$ cat src/rtl/tone_player_pkg.sv
// Shared definitions for the tone player: FSM state encoding and the
// elaboration-time helpers used to size counters from clock parameters.
package tone_player_pkg;

    typedef enum logic [1:0] {
        ST_IDLE = 2'd0,
        ST_LOAD = 2'd1,
        ST_PLAY = 2'd2,
        ST_GAP  = 2'd3
    } state_t;

    // Ceiling log2, valid for value >= 1.
    function automatic int clog2(input int value);
        int width;
        width = 0;
        while ((1 << width) < value) begin
            width++;
        end
        return width;
    endfunction

    // Clock cycles in one millisecond.
    function automatic int ms_cycles(input int clk_hz);
        return clk_hz / 1000;
    endfunction

    // Bits needed to count 0..count-1, never less than one bit.
    function automatic int cnt_width(input int count);
        return (clog2(count) < 1) ? 1 : clog2(count);
    endfunction

endpackage

$ cat src/rtl/tone_player_note_fifo.sv
// note_fifo: synchronous FIFO holding queued note commands.
// Ports:
//   clk, rst       clock and synchronous active-high reset (flushes the queue)
//   push, wdata    write request and data; ignored while full
//   pop            read request; ignored while empty
//   rdata          head entry (valid while !empty), no fall-through
//   full, empty    occupancy flags
module note_fifo
    import tone_player_pkg::*;
#(
    parameter int WIDTH = 28,
    parameter int DEPTH = 4
) (
    input  logic             clk,
    input  logic             rst,
    input  logic             push,
    input  logic             pop,
    input  logic [WIDTH-1:0] wdata,
    output logic [WIDTH-1:0] rdata,
    output logic             full,
    output logic             empty
);

    localparam int AW = cnt_width(DEPTH);

    logic [WIDTH-1:0] mem_q [DEPTH];
    logic [AW-1:0]    wr_ptr_q, wr_ptr_d;
    logic [AW-1:0]    rd_ptr_q, rd_ptr_d;
    logic [AW:0]      count_q, count_d;
    logic             do_push, do_pop;

    assign full    = (count_q == (AW+1)'(DEPTH));
    assign empty   = (count_q == '0);
    assign do_push = push && !full;
    assign do_pop  = pop && !empty;
    assign rdata   = mem_q[rd_ptr_q];

    // DEPTH is a power of two, so the pointers wrap naturally.
    always_comb begin
        wr_ptr_d = wr_ptr_q;
        rd_ptr_d = rd_ptr_q;
        count_d  = count_q;
        if (do_push) begin
            wr_ptr_d = wr_ptr_q + AW'(1);
        end
        if (do_pop) begin
            rd_ptr_d = rd_ptr_q + AW'(1);
        end
        if (do_push && !do_pop) begin
            count_d = count_q + (AW+1)'(1);
        end else if (do_pop && !do_push) begin
            count_d = count_q - (AW+1)'(1);
        end
    end

    always_ff @(posedge clk) begin
        if (rst) begin
            wr_ptr_q <= '0;
            rd_ptr_q <= '0;
            count_q  <= '0;
        end else begin
            wr_ptr_q <= wr_ptr_d;
            rd_ptr_q <= rd_ptr_d;
            count_q  <= count_d;
        end
    end

    // Storage is data only; the flush is done by the pointers/count.
    always_ff @(posedge clk) begin
        if (do_push) begin
            mem_q[wr_ptr_q] <= wdata;
        end
    end

endmodule

$ cat src/rtl/tone_player.sv
// tone_player: queued square-wave note player.
// Ports:
//   CLK, RST       clock and synchronous active-high reset
//   NOTE_VALID     note command offered; accepted when NOTE_READY is high
//   NOTE_READY     queue has room (independent of NOTE_VALID)
//   NOTE_HALFPER   half-period in CLK cycles, 0 = rest
//   NOTE_DUR       duration in ms, 0 = skip the note
//   ENABLE         0 freezes all timing and silences SPEAKER
//   SPEAKER        square-wave output
//   BUSY           a note is in progress or the queue is non-empty
//   NOTE_DONE      one-cycle pulse when a note and its gap have finished
module tone_player
    import tone_player_pkg::*;
#(
    parameter int CLK_HZ     = 16000000,
    parameter int DIV_W      = 16,
    parameter int DUR_W      = 12,
    parameter int FIFO_DEPTH = 4,
    parameter int GAP_MS     = 10
) (
    input  logic             CLK,
    input  logic             RST,
    input  logic             NOTE_VALID,
    output logic             NOTE_READY,
    input  logic [DIV_W-1:0] NOTE_HALFPER,
    input  logic [DUR_W-1:0] NOTE_DUR,
    input  logic             ENABLE,
    output logic             SPEAKER,
    output logic             BUSY,
    output logic             NOTE_DONE
);

    localparam int MS_CYCLES = ms_cycles(CLK_HZ);
    localparam int PRE_W     = cnt_width(MS_CYCLES);
    localparam int GAP_CYC   = GAP_MS * MS_CYCLES;
    localparam int GAP_W     = cnt_width(GAP_CYC);
    localparam logic [PRE_W-1:0] PRE_LAST = PRE_W'(MS_CYCLES - 1);
    localparam logic [GAP_W-1:0] GAP_LAST = GAP_W'((GAP_CYC > 0) ? GAP_CYC - 1 : 0);

    logic                   fifo_full, fifo_empty, fifo_pop;
    logic [DIV_W+DUR_W-1:0] fifo_rdata;

    state_t             state_q, state_d;
    logic [DIV_W-1:0]   hp_q, hp_d;
    logic [DUR_W-1:0]   dur_q, dur_d;     // remaining ms while playing
    logic [DIV_W-1:0]   tone_q, tone_d;
    logic [PRE_W-1:0]   pre_q, pre_d;
    logic [GAP_W-1:0]   gap_q, gap_d;
    logic               spk_q, spk_d;
    logic               done_q, done_d;

    assign fifo_pop = ENABLE && (state_q == ST_IDLE) && !fifo_empty;

    note_fifo #(
        .WIDTH (DIV_W + DUR_W),
        .DEPTH (FIFO_DEPTH)
    ) u_fifo (
        .clk   (CLK),
        .rst   (RST),
        .push  (NOTE_VALID),
        .pop   (fifo_pop),
        .wdata ({NOTE_HALFPER, NOTE_DUR}),
        .rdata (fifo_rdata),
        .full  (fifo_full),
        .empty (fifo_empty)
    );

    always_comb begin
        state_d = state_q;
        hp_d    = hp_q;
        dur_d   = dur_q;
        tone_d  = tone_q;
        pre_d   = pre_q;
        gap_d   = gap_q;
        spk_d   = spk_q;
        done_d  = 1'b0;
        // With ENABLE low everything holds; only the outputs are gated.
        if (ENABLE) begin
            case (state_q)
                ST_IDLE: begin
                    if (!fifo_empty) begin
                        hp_d    = fifo_rdata[DUR_W +: DIV_W];
                        dur_d   = fifo_rdata[0 +: DUR_W];
                        state_d = ST_LOAD;
                    end
                end
                ST_LOAD: begin
                    if (dur_q == '0) begin
                        done_d  = 1'b1;
                        state_d = ST_IDLE;
                    end else begin
                        tone_d  = '0;
                        pre_d   = '0;
                        spk_d   = 1'b0;
                        state_d = ST_PLAY;
                    end
                end
                ST_PLAY: begin
                    if (hp_q != '0) begin
                        if (tone_q == hp_q - DIV_W'(1)) begin
                            tone_d = '0;
                            spk_d  = !spk_q;
                        end else begin
                            tone_d = tone_q + DIV_W'(1);
                        end
                    end
                    if (pre_q == PRE_LAST) begin
                        pre_d = '0;
                        dur_d = dur_q - DUR_W'(1);
                        // Last cycle of the last ms: leave PLAY silenced.
                        if (dur_q == DUR_W'(1)) begin
                            spk_d  = 1'b0;
                            tone_d = '0;
                            if (GAP_CYC == 0) begin
                                done_d  = 1'b1;
                                state_d = ST_IDLE;
                            end else begin
                                gap_d   = '0;
                                state_d = ST_GAP;
                            end
                        end
                    end else begin
                        pre_d = pre_q + PRE_W'(1);
                    end
                end
                ST_GAP: begin
                    if (gap_q == GAP_LAST) begin
                        done_d  = 1'b1;
                        state_d = ST_IDLE;
                    end else begin
                        gap_d = gap_q + GAP_W'(1);
                    end
                end
                default: state_d = ST_IDLE;
            endcase
        end
    end

    always_ff @(posedge CLK) begin
        if (RST) begin
            state_q <= ST_IDLE;
            tone_q  <= '0;
            pre_q   <= '0;
            gap_q   <= '0;
            spk_q   <= 1'b0;
            done_q  <= 1'b0;
        end else begin
            state_q <= state_d;
            tone_q  <= tone_d;
            pre_q   <= pre_d;
            gap_q   <= gap_d;
            spk_q   <= spk_d;
            done_q  <= done_d;
        end
        hp_q  <= hp_d;
        dur_q <= dur_d;
    end

    // Outputs are forced low for the whole time RST is asserted, not just
    // after the first reset edge. done_q keeps BUSY high through the
    // NOTE_DONE cycle so it falls the cycle after.
    assign NOTE_READY = !RST && !fifo_full;
    assign SPEAKER    = !RST && ENABLE && spk_q;
    assign NOTE_DONE  = !RST && done_q;
    assign BUSY       = !RST && ((state_q != ST_IDLE) || !fifo_empty || done_q);

endmodule

$ cat config.mk
export PLATFORM = sky130hd
export DESIGN_NAME = tone_player
export DESIGN_NICKNAME = d
export VERILOG_FILES = /design/src/rtl/tone_player_pkg.sv /design/src/rtl/tone_player_note_fifo.sv /design/src/rtl/tone_player.sv
export SDC_FILE = /design/constraint.sdc
export NUM_CORES = 1
export LEC_CHECK = 0
export ABC_AREA = 1
export CAP_MARGIN = 10
export CORE_MARGIN = 2
export CORE_UTILIZATION = 62
export CTS_CLUSTER_SIZE = 14
export DETAILED_ROUTE_END_ITERATION = 16
export PLACE_DENSITY = 0.86
export SYNTH_ARGS = -nofsm -noshare
export SYNTH_HDL_FRONTEND = slang
export SYNTH_SLANG_ARGS = --single-unit
$ cat constraint.sdc
create_clock -name CLK -period 9.28 [get_ports CLK]
set_input_delay 1.392 -clock CLK [delete_from_list [all_inputs] [get_ports CLK]]
set_output_delay 1.392 -clock CLK [all_outputs]
set_load 0.03 [all_outputs]
# Word-level counts from Yosys, hierarchy flattened

Memory sizes are Yosys's and may differ from the RTL's. A register that Yosys moved wholly into a read port is not among the register bits.
Index checks and enable logic that the tools add are counted.

Register bits: 87
Bits in writable memories: 112
Bits of input ports: 32
Output and inout bits: 4
Word-level logic and storage cells: 108
Memories kept: 1

Memory list:

| memory       | depth | bits a word | rd ports | clocked after Yosys merged registers in | write ports | RTL line                    | RTL |
|---|---|---|---|---|---|---|---|
| u_fifo.mem_q | 4     | 28          | 1        | 1                                       | 1           | tone_player_note_fifo.sv:26 | `logic [WIDTH-1:0] mem_q [DEPTH];` |

Add/sub/neg operators: 9
Equality and inequality tests: 14
Mux-type cells: 37
Bitwise gates (word level): 2
Reduce and logical (&&, ||, !) cells: 34

Operators with widths:

| kind                                                                 | number |
|---|---|
| 16-bit 2-to-1 mux                                                    | 5 |
| 18-bit 2-to-1 mux                                                    | 3 |
| 18-bit case mux with 2 select lines                                  | 1 |
| 16-bit case mux with 2 select lines                                  | 1 |
| 14-bit 2-to-1 mux                                                    | 2 |
| 14-bit case mux with 2 select lines                                  | 1 |
| 12-bit 2-to-1 mux                                                    | 2 |
| 12-bit case mux with 2 select lines                                  | 1 |
| 18-bit by 1-bit adder with 18-bit output, second input constant      | 1 |
| 18-bit == test, second input constant                                | 1 |
| 16-bit by 1-bit adder with 16-bit output, second input constant      | 1 |
| 16-bit == test                                                       | 1 |
| 16-bit nonzero test                                                  | 1 |
| 16-bit by 1-bit subtractor with 16-bit output, second input constant | 1 |
| 14-bit by 1-bit adder with 14-bit output, second input constant      | 1 |
| 14-bit == test, second input constant                                | 1 |
| 2-bit 2-to-1 mux                                                     | 7 |
| 12-bit by 1-bit == test with 1-bit output, second input constant     | 1 |
| 12-bit logical NOT                                                   | 1 |
| 2-bit != test, second input constant                                 | 6 |
| 12-bit by 1-bit subtractor with 12-bit output, second input constant | 1 |
| 1-bit logical AND                                                    | 11 |
| 5-bit AND reduction                                                  | 2 |
| 2-bit nonzero test                                                   | 5 |
| other kinds (18)                                                     | 38 |

# Longest topological paths before layout

Gate-level depths: netlist (run 1).

Depth after elaboration: 7
Depth in mapped cells: 16
Mapped depth without buffers: 16

# Cells and area by module

Synthesis (run 1) repeated with hierarchy kept, for this count alone.

Cell total of the unflattened synthesis: 1,095
Area total of the unflattened synthesis: 9,730.6 um^2

By module, submodules not included:

| module      | instances | cells each | area each (um^2) |
|---|---|---|---|
| tone_player | 1         | 754        | 5,089.9 |
| note_fifo   | 1         | 341        | 4,640.7 |

# Least setup slack after synthesis (run 1)

Ideal clock, no wire load.

Path kind: in2reg
From: in ENABLE
To: reg u_fifo.count_q[1]
Library setup time: 120 ps
Data arrival time: 3,903 ps
Data required time: 9,160 ps
Setup slack: 5,257 ps
Stages on the path: 8
Path through: inv_1 nor3_1 inv_1 ha_1 inv_1 fa_1 o21ai_0 a21oi_1

Cells in the longest elaborated chain, start to end: 6
Elaborated cells between the ends (all ways): 8

Ends and longest elaborated chain:

| element                        | RTL line                    | RTL |
|---|---|---|
| start, declared                | tone_player.sv:27           | `input logic ENABLE,` |
| 1-bit logical AND (2 in a row) | tone_player.sv:52           | `assign fifo_pop = ENABLE && (state_q == ST_IDLE) && !fifo_empty;` |
| 1-bit logical AND              | tone_player_note_fifo.sv:35 | `assign do_pop = pop && !empty;` |
| 1-bit logical NOT              | tone_player_note_fifo.sv:49 | `if (do_push && !do_pop) begin` |
| 1-bit logical AND              | tone_player_note_fifo.sv:49 |  |
| 3-bit 2-to-1 mux               | tone_player_note_fifo.sv:49 |  |
| net u_fifo.count_d[1]          | tone_player_note_fifo.sv:29 | `logic [AW:0] count_q, count_d;` |
| end signal, assigned           | tone_player_note_fifo.sv:64 | `count_q <= count_d;` |
| end, declared                  | tone_player_note_fifo.sv:29 |  |

The timed path passes the listed nets, and every way through them passes these cells.
A chain may end at the register's enable or synchronous reset.

# Final worst setup path (run 1)

From: in RST
To: out SPEAKER

Cells in the longest elaborated chain, start to end: 3

Ends and longest elaborated chain:

| element                        | RTL line           | RTL |
|---|---|---|
| start, declared                | tone_player.sv:22  | `input logic RST,` |
| 1-bit logical NOT              | tone_player.sv:163 | `assign SPEAKER = !RST && ENABLE && spk_q;` |
| 1-bit logical AND (2 in a row) | tone_player.sv:163 |  |
| end, declared                  | tone_player.sv:28  | `output logic SPEAKER,` |

No other way between the ends.

==> results.cfg, run 1 <==
[logic_synthesis]
synth_cells = 1058
mappedNetlistArea_sq_um = 9563
area_fraction_in_compound_gates_after_synthesis = 0.1028
synth_area_per_cell_sq_um = 9.039
yosys.area_share.xor_xnor = 0.03206
arithmetic_cell_share_of_the_synthesized_area_counting_full_adders_half_adders_and_majority_gates = 0.01649
seq_area_frac_synth = 0.5673
synth_mux_area_frac = 0
synth_seq_cells = 201
simple_gate_share_of_the_synthesized_area = 0.2281
ys.warnings.count = 0
synth_cell_type_count = 43
syn-num-nets = 1102
synth_top_family_by_area = simple AND/OR/NAND/NOR gates

[die]
num_rows = 45
core_area_sq_um = 15150
i_o_pin_total = 36
dieArea_sq_um = 16430
starting_density_of_the_core = 0.6314
die_width_um = 128.2
chipHeight_um = 128.2

[global_route]
grtUsageMet1 = 0.3071
grt-busiest-layer = met2
grt_antenna_before_repair = 0
grt_usage = 0.2476
globalRouteOverflowTotal = 0
globalRouteMet3Util = 0.03548
met2_usage = 0.4406
global_route_wire_length_before_repair_um = 32560
first_global_vias = 7088
pin_count_of_the_biggest_net_entering_global_routing = 58

[drt]
totalWireLength_um = 20270
dr.pass1.iters = 5
via_per_inst = 5.822
routedWlPerCell_um = 15.65
residual_drc_count = 0
detailroute.via_count = 7540
antenna_violating_nets_post_route = 0
first_iter_violations = 575

[cts]
number_of_hold_repair_buffers_added_at_the_cts_stage = 0
numCtsBuffers = 21
cts_num_sinks = 201
post_cts.resized_instances = 0
clk_pin_slew_ns = 0.06
postCtsSetupRepairBufs = 0
worst_skew_pair.late_latency_ns = 0.49
number_of_buffers_between_clock_root_and_the_deepest_sink = 3
clk_root_buffer_cell = sky130_fd_sc_hd__clkbuf_16
tritoncts_clock_tree = built
htree_num_levels = 1

[final_layout]
areaGrowthSynthToFinish_pct = 12.76
finish.net_count = 1136
final_cells = 1295
num_antenna_cells = 0
drive_gt1_frac = 0.06865
core_occupancy_in_the_finished_layout = 0.7119

[placed_design]
placed_cells = 1257
placer_congestion_estimate = 0.9153
io_buffers = 35
dp.final_hpwl_um = 13020

[pwr]
power.density_cell_area_nw_per_um2 = 246.1
ir_drop_mv = 0.1993
leakage_nw = 3.828

[sta]
final.period_utilization = 0.5388
min_period_ns = 5.000
finClkSkew_ns = 0.006168
count_of_final_max_slew_check_failures = 0
setup-tns-final_ns = 0
max_clock_freq_ghz = 0.2000
worst_slew_margin_rel = 0.2166
final_hold_viol_count = 0
final-setup-viol-count = 0
rsz_0062_raised_after_global_routing = no
timing_worst_slew_pin_value_ns = 1.167

[run]
drv_cap = 0

[hold_path]
min_path_cells = 2
hold_path_end = u_fifo.rd_ptr_q[1]$_SDFFE_PP0P_
min_path_type = flip-flop to flip-flop
hp-start = u_fifo.rd_ptr_q[1]$_SDFFE_PP0P_

[critical_path]
r2r_cell_count = 7
timing.critical_path.fanout_max = 31
timing.critical_path.to_type = output pin
critical_setup_path_kind = primary input to output pin
worstSetupStartpointType = primary input
endpoint_of_the_most_critical_register_to_register_path = dur_q[1]$_DFFE_PP_
critPathRequiredTime_ns = 7.89
worst_ep_arrival_time_ns = 3.61
setup_slack_on_the_worst_flop_to_flop_path_ns = 6.50

[status]
outcome = finished clean
-- worst max path at each step --
stage	depth (start not counted)	from	end	slack [ns]
3_3_place_gp	6	RST	SPEAKER	4.33
4_1_cts	6	RST	SPEAKER	4.29
6_report	6	RST	SPEAKER	4.28
2_1_floorplan	8	ENABLE	u_fifo.count_q[1]$_SDFFE_PP0P_	5.26
5_1_grt	6	RST	SPEAKER	4.15
3_5_place_dp	6	RST	SPEAKER	4.30
-- through the flow --
stage / hold slack (ns) / total power, mW / worst slack [ns] / area, sq um
floorplan: 0.4365 / 1.626 / 5.257 / 9563
global placement: 0.4545 / 1.773 / 4.333 / 10080
detailed placement: 0.4644 / 1.800 / 4.304 / 10080
CTS: 0.4697 / 2.655 / 4.294 / 10780
global route: 0.5017 / 2.778 / 4.147 / 10780
finish: 0.4705 / 2.654 / 4.280 / 10780
-- report_power, final --
part           internal (mW)  switching (mW)
clock                  0.524           0.333
combinational          0.189           0.417
sequential              1.12          0.0757
-- kinds of logic (layout without fill, tap and decap cells) --
group,Yosys count,count (layout)
compound gates,182,182
xor+xnor,35,35
fa+ha+maj,12,12
buf+inv,128,177
flops,201,201
simple gates,500,500
-- cells in the final DEF (no fill, tap or decap), drive strengths merged, types with 11 or more instances in the layout --
cell type / n
nand3: 64
nor3: 26
clkbuf: 22
clkinv: 13
ha: 11
xor2: 30
nor2: 177
clkdlybuf4s50: 35
o21ai: 90
a21oi: 53
dfxtp: 61
nand2: 196
inv: 93
edfxtp: 140
nand4: 24
o22ai: 23
-- metal layers --
| layer | part of all wire | up-vias |
|---|---|---|
| met5 | 0 | - |
| met1 | 0.40 | 3492 |
| met3 | 0.071 | 54 |
| met2 | 0.50 | 312 |
| li1 | - | 3682 |
| met4 | 0.029 | 0 |
-- cell type report --
type                            count  area (sq um)
Clock buffer                       22         529.3
Multi-Input combinational cell    729          3643
Timing Repair Buffer               44         417.9
Inverter                           95         356.6
Sequential cell                   201          5425
Clock inverter                     16         175.2
Tap cell                          188         235.2
Fill cell                        1026          4363
-- synth_stat cells --
cell                       number  area, sq um
sky130_fd_sc_hd__nand2_1      191        716.9
sky130_fd_sc_hd__nor2_1       165        619.3
sky130_fd_sc_hd__edfxtp_1     140         4204
sky130_fd_sc_hd__inv_1         86        322.8
sky130_fd_sc_hd__o21ai_0       79        395.4
sky130_fd_sc_hd__nand3_1       62        310.3
sky130_fd_sc_hd__dfxtp_1       61         1221
sky130_fd_sc_hd__a21oi_1       52        260.3
sky130_fd_sc_hd__xor2_1        30        262.8
sky130_fd_sc_hd__nor3_1        25        125.1
sky130_fd_sc_hd__nand4_1       24        150.1
sky130_fd_sc_hd__clkbuf_1      23        86.33
sky130_fd_sc_hd__o22ai_1       23        143.9
sky130_fd_sc_hd__ha_1          11        137.6
sky130_fd_sc_hd__o21ai_1       11        55.05
sky130_fd_sc_hd__a31oi_1        7        43.79
sky130_fd_sc_hd__inv_2          7        26.28
sky130_fd_sc_hd__nor2_2         7        43.79
sky130_fd_sc_hd__nand2_2        5        31.28
sky130_fd_sc_hd__nor2_4         5        56.30
sky130_fd_sc_hd__nor4_1         5        31.28
sky130_fd_sc_hd__xnor2_1        5        43.79
sky130_fd_sc_hd__buf_2          4        20.02
sky130_fd_sc_hd__nand3b_1       3        22.52
sky130_fd_sc_hd__a211oi_1       2        15.01
sky130_fd_sc_hd__a32oi_1        2        17.52
sky130_fd_sc_hd__and3_1         2        12.51
sky130_fd_sc_hd__buf_4          2        15.01
sky130_fd_sc_hd__buf_6          2        22.52
sky130_fd_sc_hd__clkinv_1       2        7.510
sky130_fd_sc_hd__nand3_2        2        20.02
sky130_fd_sc_hd__o21a_1         2        15.01
sky130_fd_sc_hd__a211oi_2       1        12.51
sky130_fd_sc_hd__a21boi_1       1        7.510
sky130_fd_sc_hd__a21oi_2        1        8.760
sky130_fd_sc_hd__buf_1          1        3.750
sky130_fd_sc_hd__clkbuf_2       1        5.000
sky130_fd_sc_hd__fa_1           1        20.02
sky130_fd_sc_hd__nor3_2         1        10.01
sky130_fd_sc_hd__nor3b_2        1        12.51
sky130_fd_sc_hd__nor4_2         1        12.51
sky130_fd_sc_hd__o311ai_0       1        8.760
sky130_fd_sc_hd__or2_2          1        6.260
-- critical path, cell delays in order --
cell                              delay (ns)
sky130_fd_sc_hd__clkdlybuf4s50_1        0.46
sky130_fd_sc_hd__buf_4                  0.34
sky130_fd_sc_hd__clkinv_1               0.50
sky130_fd_sc_hd__nand2_1                0.22
sky130_fd_sc_hd__nor2_1                 0.09
sky130_fd_sc_hd__clkdlybuf4s50_1        0.59
-- state kept, by name, indices dropped and copies added (netlist names), named ones only --
register / cells
gap_q: 18
state_q: 1
pre_q: 14
hp_q: 16
u_fifo.count_q: 3
done_q: 1
tone_q: 16
dur_q: 12
u_fifo.wr_ptr_q: 2
u_fifo.mem_q: 112
u_fifo.rd_ptr_q: 2
spk_q: 1
Power figures use the tool's default switching activity.
==> run 2, diff against run 1 <==
CORE_UTILIZATION = 55   (was 62)
PLACE_DENSITY = 0.81   (was 0.86)
clock period = 4.27 ns   (was 9.28 ns; I/O delays follow)
==> run 2 against run 1 <==
- critical path depth unchanged
- highest routed layer unchanged
- clock skew rose by 0.023 ns
- sequential share of layout area decreased by 0.35 points
- global-route usage shrank 2.1 points
- total power up 120%
- routed wire length stayed put
- register-to-register slack got worse by 4.8 ns
- first-iteration DRC count up 15%
- worst setup slack got worse by 2.9 ns
- sequential power is 120% higher
- combinational power increased by 120%
- core utilization fell by 8.0 points
==> results.cfg, run 2 (synthesis results as in run 1) <==
[pwr]
power.density_cell_area_nw_per_um2 = 531.2
p_clk_frac = 0.323
switchingPower_mw = 1.851
leakage_nw = 3.839
pwr-share-comb = 0.229
sequential_power_share = 0.448
intPower_mw = 3.917
ir_drop_mv = 0.3610
swShare = 0.3209

[global_route]
grt_antenna_before_repair = 0
grt_usage = 0.2261
global_route_wire_length_before_repair_um = 33960
first_global_vias = 7073
globalRouteOverflowTotal = 0
pin_count_of_the_biggest_net_entering_global_routing = 58

[cts]
clk_root_buffer_cell = sky130_fd_sc_hd__clkbuf_16
postCtsSetupRepairBufs = 0
cts_num_sinks = 201
number_of_hold_repair_buffers_added_at_the_cts_stage = 0
clk_pin_slew_ns = 0.06
worst_skew_pair.late_latency_ns = 0.53
numCtsBuffers = 22
post_cts.resized_instances = 0
htree_num_levels = 1
tritoncts_clock_tree = built
number_of_buffers_between_clock_root_and_the_deepest_sink = 3

[sta]
fin_ws_ns = 1.415
max_clock_freq_ghz = 0.3503
setup-tns-final_ns = 0
min_period_ns = 2.855
timing_worst_slew_pin_value_ns = 1.243
finClkSkew_ns = 0.02868
rsz_0062_raised_after_global_routing = no
worst_slew_margin_rel = 0.1655
final.period_utilization = 0.6686
final-setup-viol-count = 0
final_hold_viol_count = 0
count_of_final_max_slew_check_failures = 0

[drt]
routedWlPerCell_um = 15.18
dr.pass1.iters = 5
antenna_violating_nets_post_route = 0
totalWireLength_um = 20270
via_per_inst = 5.581
detailroute.via_count = 7450
residual_drc_count = 0
first_iter_violations = 660

[placed_design]
io_buffers = 35
dp.final_hpwl_um = 13030
post-place-ws_ns = 1.300
placer_congestion_estimate = 0.8996

[final_layout]
multi_input_comb_area_sq_um = 3643
drive_gt1_frac = 0.07117
finish.net_count = 1139
final_common_cell = sky130_fd_sc_hd__nand2_1
largest-register = u_fifo.mem_q
largest_register_ffs = 112
areaGrowthSynthToFinish_pct = 13.54
regArea_sq_um = 5425
num_antenna_cells = 0
layout.cells.most_common_list = sky130_fd_sc_hd__nand2_1 (191), sky130_fd_sc_hd__nor2_1 (161), sky130_fd_sc_hd__edfxtp_1 (140), sky130_fd_sc_hd__inv_1 (86), sky130_fd_sc_hd__o21ai_0 (79)
largest_registers = u_fifo.mem_q x112, gap_q x18
fillers = 1423

[die]
die_width_um = 135.9
chipHeight_um = 135.9
dieArea_sq_um = 18460
num_rows = 48
i_o_pin_total = 36
starting_density_of_the_core = 0.5567
core_area_sq_um = 17180

[hold_path]
hp-start = u_fifo.rd_ptr_q[1]$_SDFFE_PP0P_
min_path_type = flip-flop to flip-flop
min_path_cells = 2

[critical_path]
endpoint_of_the_most_critical_register_to_register_path = tone_q[14]$_SDFFE_PP0P_
worst_ep_arrival_time_ns = 2.21
setup_slack_on_the_worst_flop_to_flop_path_ns = 1.68
critPathRequiredTime_ns = 3.63
r2r_cell_count = 8
worstSetupStartpointType = primary input
critical_setup_path_kind = primary input to output pin
timing.critical_path.fanout_max = 19
timing.critical_path.to_type = output pin

[run]
drv_cap = 0

[status]
outcome = finished clean
[run 2: cell count changes in the layout (fill, tap and decap cells not counted), moves of 2 or more]
cell / change
sky130_fd_sc_hd__buf_4: +2
sky130_fd_sc_hd__clkbuf_1: +3
sky130_fd_sc_hd__bufinv_16: -2
sky130_fd_sc_hd__clkinv_1: -4
[run 2: cell type report]
class,count,area share
timing repair buffer,46,0.03987
tap,225,0.02593
sequential,201,0.4997
clock inverter,13,0.01406
multi-input combinational,729,0.3356
clock buffer,26,0.05209
inverter,95,0.03284
[run 2: how the worst max path moves through the flow]
stage / from / to / slack [ns] / depth (start not counted)
2_1_floorplan: ENABLE / u_fifo.count_q[1]$_SDFFE_PP0P_ / 1.0 / 8
3_3_place_gp: ENABLE / u_fifo.count_q[1]$_SDFFE_PP0P_ / 1.33 / 10
3_5_place_dp: ENABLE / u_fifo.count_q[1]$_SDFFE_PP0P_ / 1.30 / 10
4_1_cts: RST / NOTE_READY / 1.38 / 4
5_1_grt: RST / SPEAKER / 1.28 / 6
6_report: RST / SPEAKER / 1.42 / 6
[run 2: power groups by stage]
stage          logic, mW  registers (mW)  clock network [mW]
2_1_floorplan      0.949            2.59                   0
3_3_place_gp        1.26            2.61                   0
3_5_place_dp        1.30            2.63                   0
4_1_cts             1.32            2.59                1.88
5_1_grt             1.49            2.61                1.96
6_report            1.32            2.59                1.86
[run 2: per-stage QoR]
step	hold slack [ns]	instances	power [mW]	cell area, sq um	util
2_1_floorplan	0.4365	1058	3.535	9563	-
3_3_place_gp	0.4579	1296	3.869	10140	0.5903
6_report	0.4709	1335	5.768	10860	0.6321
3_5_place_dp	0.4640	1296	3.926	10140	0.5903
4_1_cts	0.4724	1335	5.783	10860	0.6321
5_1_grt	0.5034	1335	6.067	10860	0.6321
[run 2: worst max-delay path: stages]
cell	delay, ns
sky130_fd_sc_hd__clkdlybuf4s50_1	0.43
sky130_fd_sc_hd__clkinv_1	0.05
sky130_fd_sc_hd__buf_4	0.22
sky130_fd_sc_hd__nand2_1	0.10
sky130_fd_sc_hd__nor2_1	0.10
sky130_fd_sc_hd__clkdlybuf4s50_1	0.67
[run 2: metal layers]
metal,vias to the layer above,part of all wire,track usage
met5,-,0,0
met4,0,0.022,0.06481
met3,39,0.059,0.03729
met2,232,0.47,0.3746
met1,3499,0.45,0.3097
li1,3680,-,-
==> run 3, diff against run 2 <==
clock period = 2.5 ns   (was 4.27 ns; I/O delays follow)
==> run 3 against run 2 <==
- critical path depth increased by 5
- cell count up 0.97%
- clock power is 65% higher
- sequential power up 71%
- routed wire length is 1.7% higher
- register-to-register slack got worse by 1.4 ns
- critical endpoint is now tone_q[3]$_SDFFE_PP0P_
- largest cell class unchanged
- largest power group unchanged
- highest routed layer unchanged
==> results.cfg, run 3 (synthesis results as in run 1) <==
[status]
outcome = finished clean

[final_layout]
finalInstanceArea_sq_um = 10980
layout.cells.most_common_list = sky130_fd_sc_hd__nand2_1 (191), sky130_fd_sc_hd__nor2_1 (160), sky130_fd_sc_hd__edfxtp_1 (140), sky130_fd_sc_hd__inv_1 (86), sky130_fd_sc_hd__o21ai_0 (79)
final_common_cell = sky130_fd_sc_hd__nand2_1
num_antenna_cells = 0
largest_register_ffs = 112
largest_registers = u_fifo.mem_q x112, gap_q x18
final_cells = 1348
largest-register = u_fifo.mem_q
areaGrowthSynthToFinish_pct = 14.77
fillers = 1429
drive_gt1_frac = 0.08281
finish.net_count = 1151

[sta]
finClkSkew_ns = 0.02782
final-setup-viol-count = 0
count_of_final_max_slew_check_failures = 0
max_clock_freq_ghz = 0.4421
final_hold_viol_count = 0
final.period_utilization = 0.9047
worst_slew_margin_rel = 0.4354
holdWs_ns = 0.4702
min_period_ns = 2.262
timing_worst_slew_pin_value_ns = 0.8460

[cts]
tritoncts_clock_tree = built
postCtsSetupRepairBufs = 0
clk_root_buffer_cell = sky130_fd_sc_hd__clkbuf_16
clk_pin_slew_ns = 0.06
number_of_buffers_between_clock_root_and_the_deepest_sink = 3
numCtsBuffers = 22
worst_skew_pair.late_latency_ns = 0.53
cts_num_sinks = 201
htree_num_levels = 1

[placed_design]
placer_congestion_estimate = 0.8798
dp.final_hpwl_um = 13270
place_area_sq_um = 10260
placed_cells = 1307
io_buffers = 35

[pwr]
leakage_nw = 3.904
power.density_cell_area_nw_per_um2 = 897.8
ir_drop_mv = 0.7229

[critical_path]
endpoint_of_the_most_critical_register_to_register_path = tone_q[3]$_SDFFE_PP0P_
setup_slack_on_the_worst_flop_to_flop_path_ns = 0.24
critical_path.reg2reg.startpoint = hp_q[0]$_DFFE_PP_
worst_ep_arrival_time_ns = 2.64
critical_path.max_stage_delay_ns = 0.43
crit_path_top_delay_cell = sky130_fd_sc_hd__edfxtp_1
crit_path_cell_trace = inv_1 > ha_1 > inv_1 > nor2_4 > nand3_1 > a21oi_1 > nand3_1 > nor2_4 > nand3_2 > nand4_1 > a21oi_1
worstSetupStartpointType = flip-flop
critPathRequiredTime_ns = 2.88
timing.critical_path.fanout_max = 8
timing.critical_path.to_type = flip-flop
r2r_cell_count = 11
critical_setup_path_kind = flip-flop to flip-flop

[global_route]
grt_antenna_before_repair = 0
first_global_vias = 7053
globalRouteOverflowTotal = 0
global_route_wire_length_before_repair_um = 34060
pin_count_of_the_biggest_net_entering_global_routing = 57
grt_usage = 0.2291

[die]
i_o_pin_total = 36
chipHeight_um = 135.9
dieArea_sq_um = 18460
starting_density_of_the_core = 0.5567
core_area_sq_um = 17180
die_width_um = 135.9
num_rows = 48

[drt]
antenna_violating_nets_post_route = 0
residual_drc_count = 0
detailroute.via_count = 7576
totalWireLength_um = 20610
first_iter_violations = 836
dr.pass1.iters = 8
routedWlPerCell_um = 15.29
via_per_inst = 5.620

[hold_path]
hp-start = u_fifo.rd_ptr_q[1]$_SDFFE_PP0P_
min_path_cells = 2
min_path_type = flip-flop to flip-flop

[run]
drv_cap = 0
run 3: changes by cell type in the layout (fill, tap and decap cells not counted), sizes merged:
cell	change
buf	+14
nand3	+1
clkdlybuf4s50	-3
clkbuf	+5
bufinv	-1
clkinv	-2
clkinvlp	-1
run 3: repair_timing:
item / in CTS / in global routing
endpoints found under the setup margin: 0 / 16
hold buffers: 0 / 0
resized for setup: 0 / 4
run 3: layout make-up:
| cell class | count | area, sq um | area share |
|---|---|---|---|
| Clock inverter | 9 | 91.34 | 0.008322 |
| Inverter | 95 | 356.6 | 0.03249 |
| Timing Repair Buffer | 57 | 545.5 | 0.04970 |
| Clock buffer | 31 | 594.3 | 0.05415 |
| Multi-Input combinational cell | 730 | 3681 | 0.3354 |
| Sequential cell | 201 | 5425 | 0.4943 |
| Tap cell | 225 | 281.5 | 0.02565 |
run 3: how the worst max path moves through the flow:
stage | end | slack, ns | from
CTS | spk_q$_SDFFE_PP0P_ | 0.13 | hp_q[0]$_DFFE_PP_
global placement | spk_q$_SDFFE_PP0P_ | 0.26 | hp_q[0]$_DFFE_PP_
global route | spk_q$_SDFFE_PP0P_ | -0.01 | hp_q[0]$_DFFE_PP_
floorplan | u_fifo.mem_q[0][0]$_DFFE_PP_ | 0.22 | u_fifo.count_q[0]$_SDFFE_PP0P_
finish | tone_q[3]$_SDFFE_PP0P_ | 0.24 | hp_q[0]$_DFFE_PP_
detailed placement | spk_q$_SDFFE_PP0P_ | 0.18 | hp_q[0]$_DFFE_PP_
run 3: per-stage QoR:
stage	TNS (ns)	setup slack, ns	utilization	power (mW)
after floorplan	0	0.2168	-	6.051
after global placement	0	0.2557	0.5972	6.692
after detailed placement	0	0.1817	0.5972	6.791
after CTS	0	0.1282	0.6372	9.868
after global routing	-0.01303	-0.01303	0.6390	10.37
final	0	0.2382	0.6390	9.853
run 3: critical path: cells and delay by family (launching register included):
family                   cells  cell delay [ns]
AND/OR/NAND/NOR              6             0.92
flip-flops                   1             0.43
adder cells (fa/ha/maj)      1             0.28
buffers and inverters        2             0.25
AO/OA/AOI/OAI                2             0.23
run 3: metal layers:
layer  share of wire  vias to the layer above  track usage
met2            0.49                      239       0.3959
met1            0.44                     3588       0.3081
li1                -                     3719            -
met5               0                        -            0
met3           0.056                       30      0.03095
met4           0.019                        0      0.05613
run 3: power breakdown:
group	total (mW)	switching, mW	leakage (nW)	internal [mW]
registers	4.42	0.284	1.78	4.14
clock network	3.07	1.30	0.334	1.77
logic	2.36	1.58	1.79	0.782
total	9.85	3.16	3.90	6.69
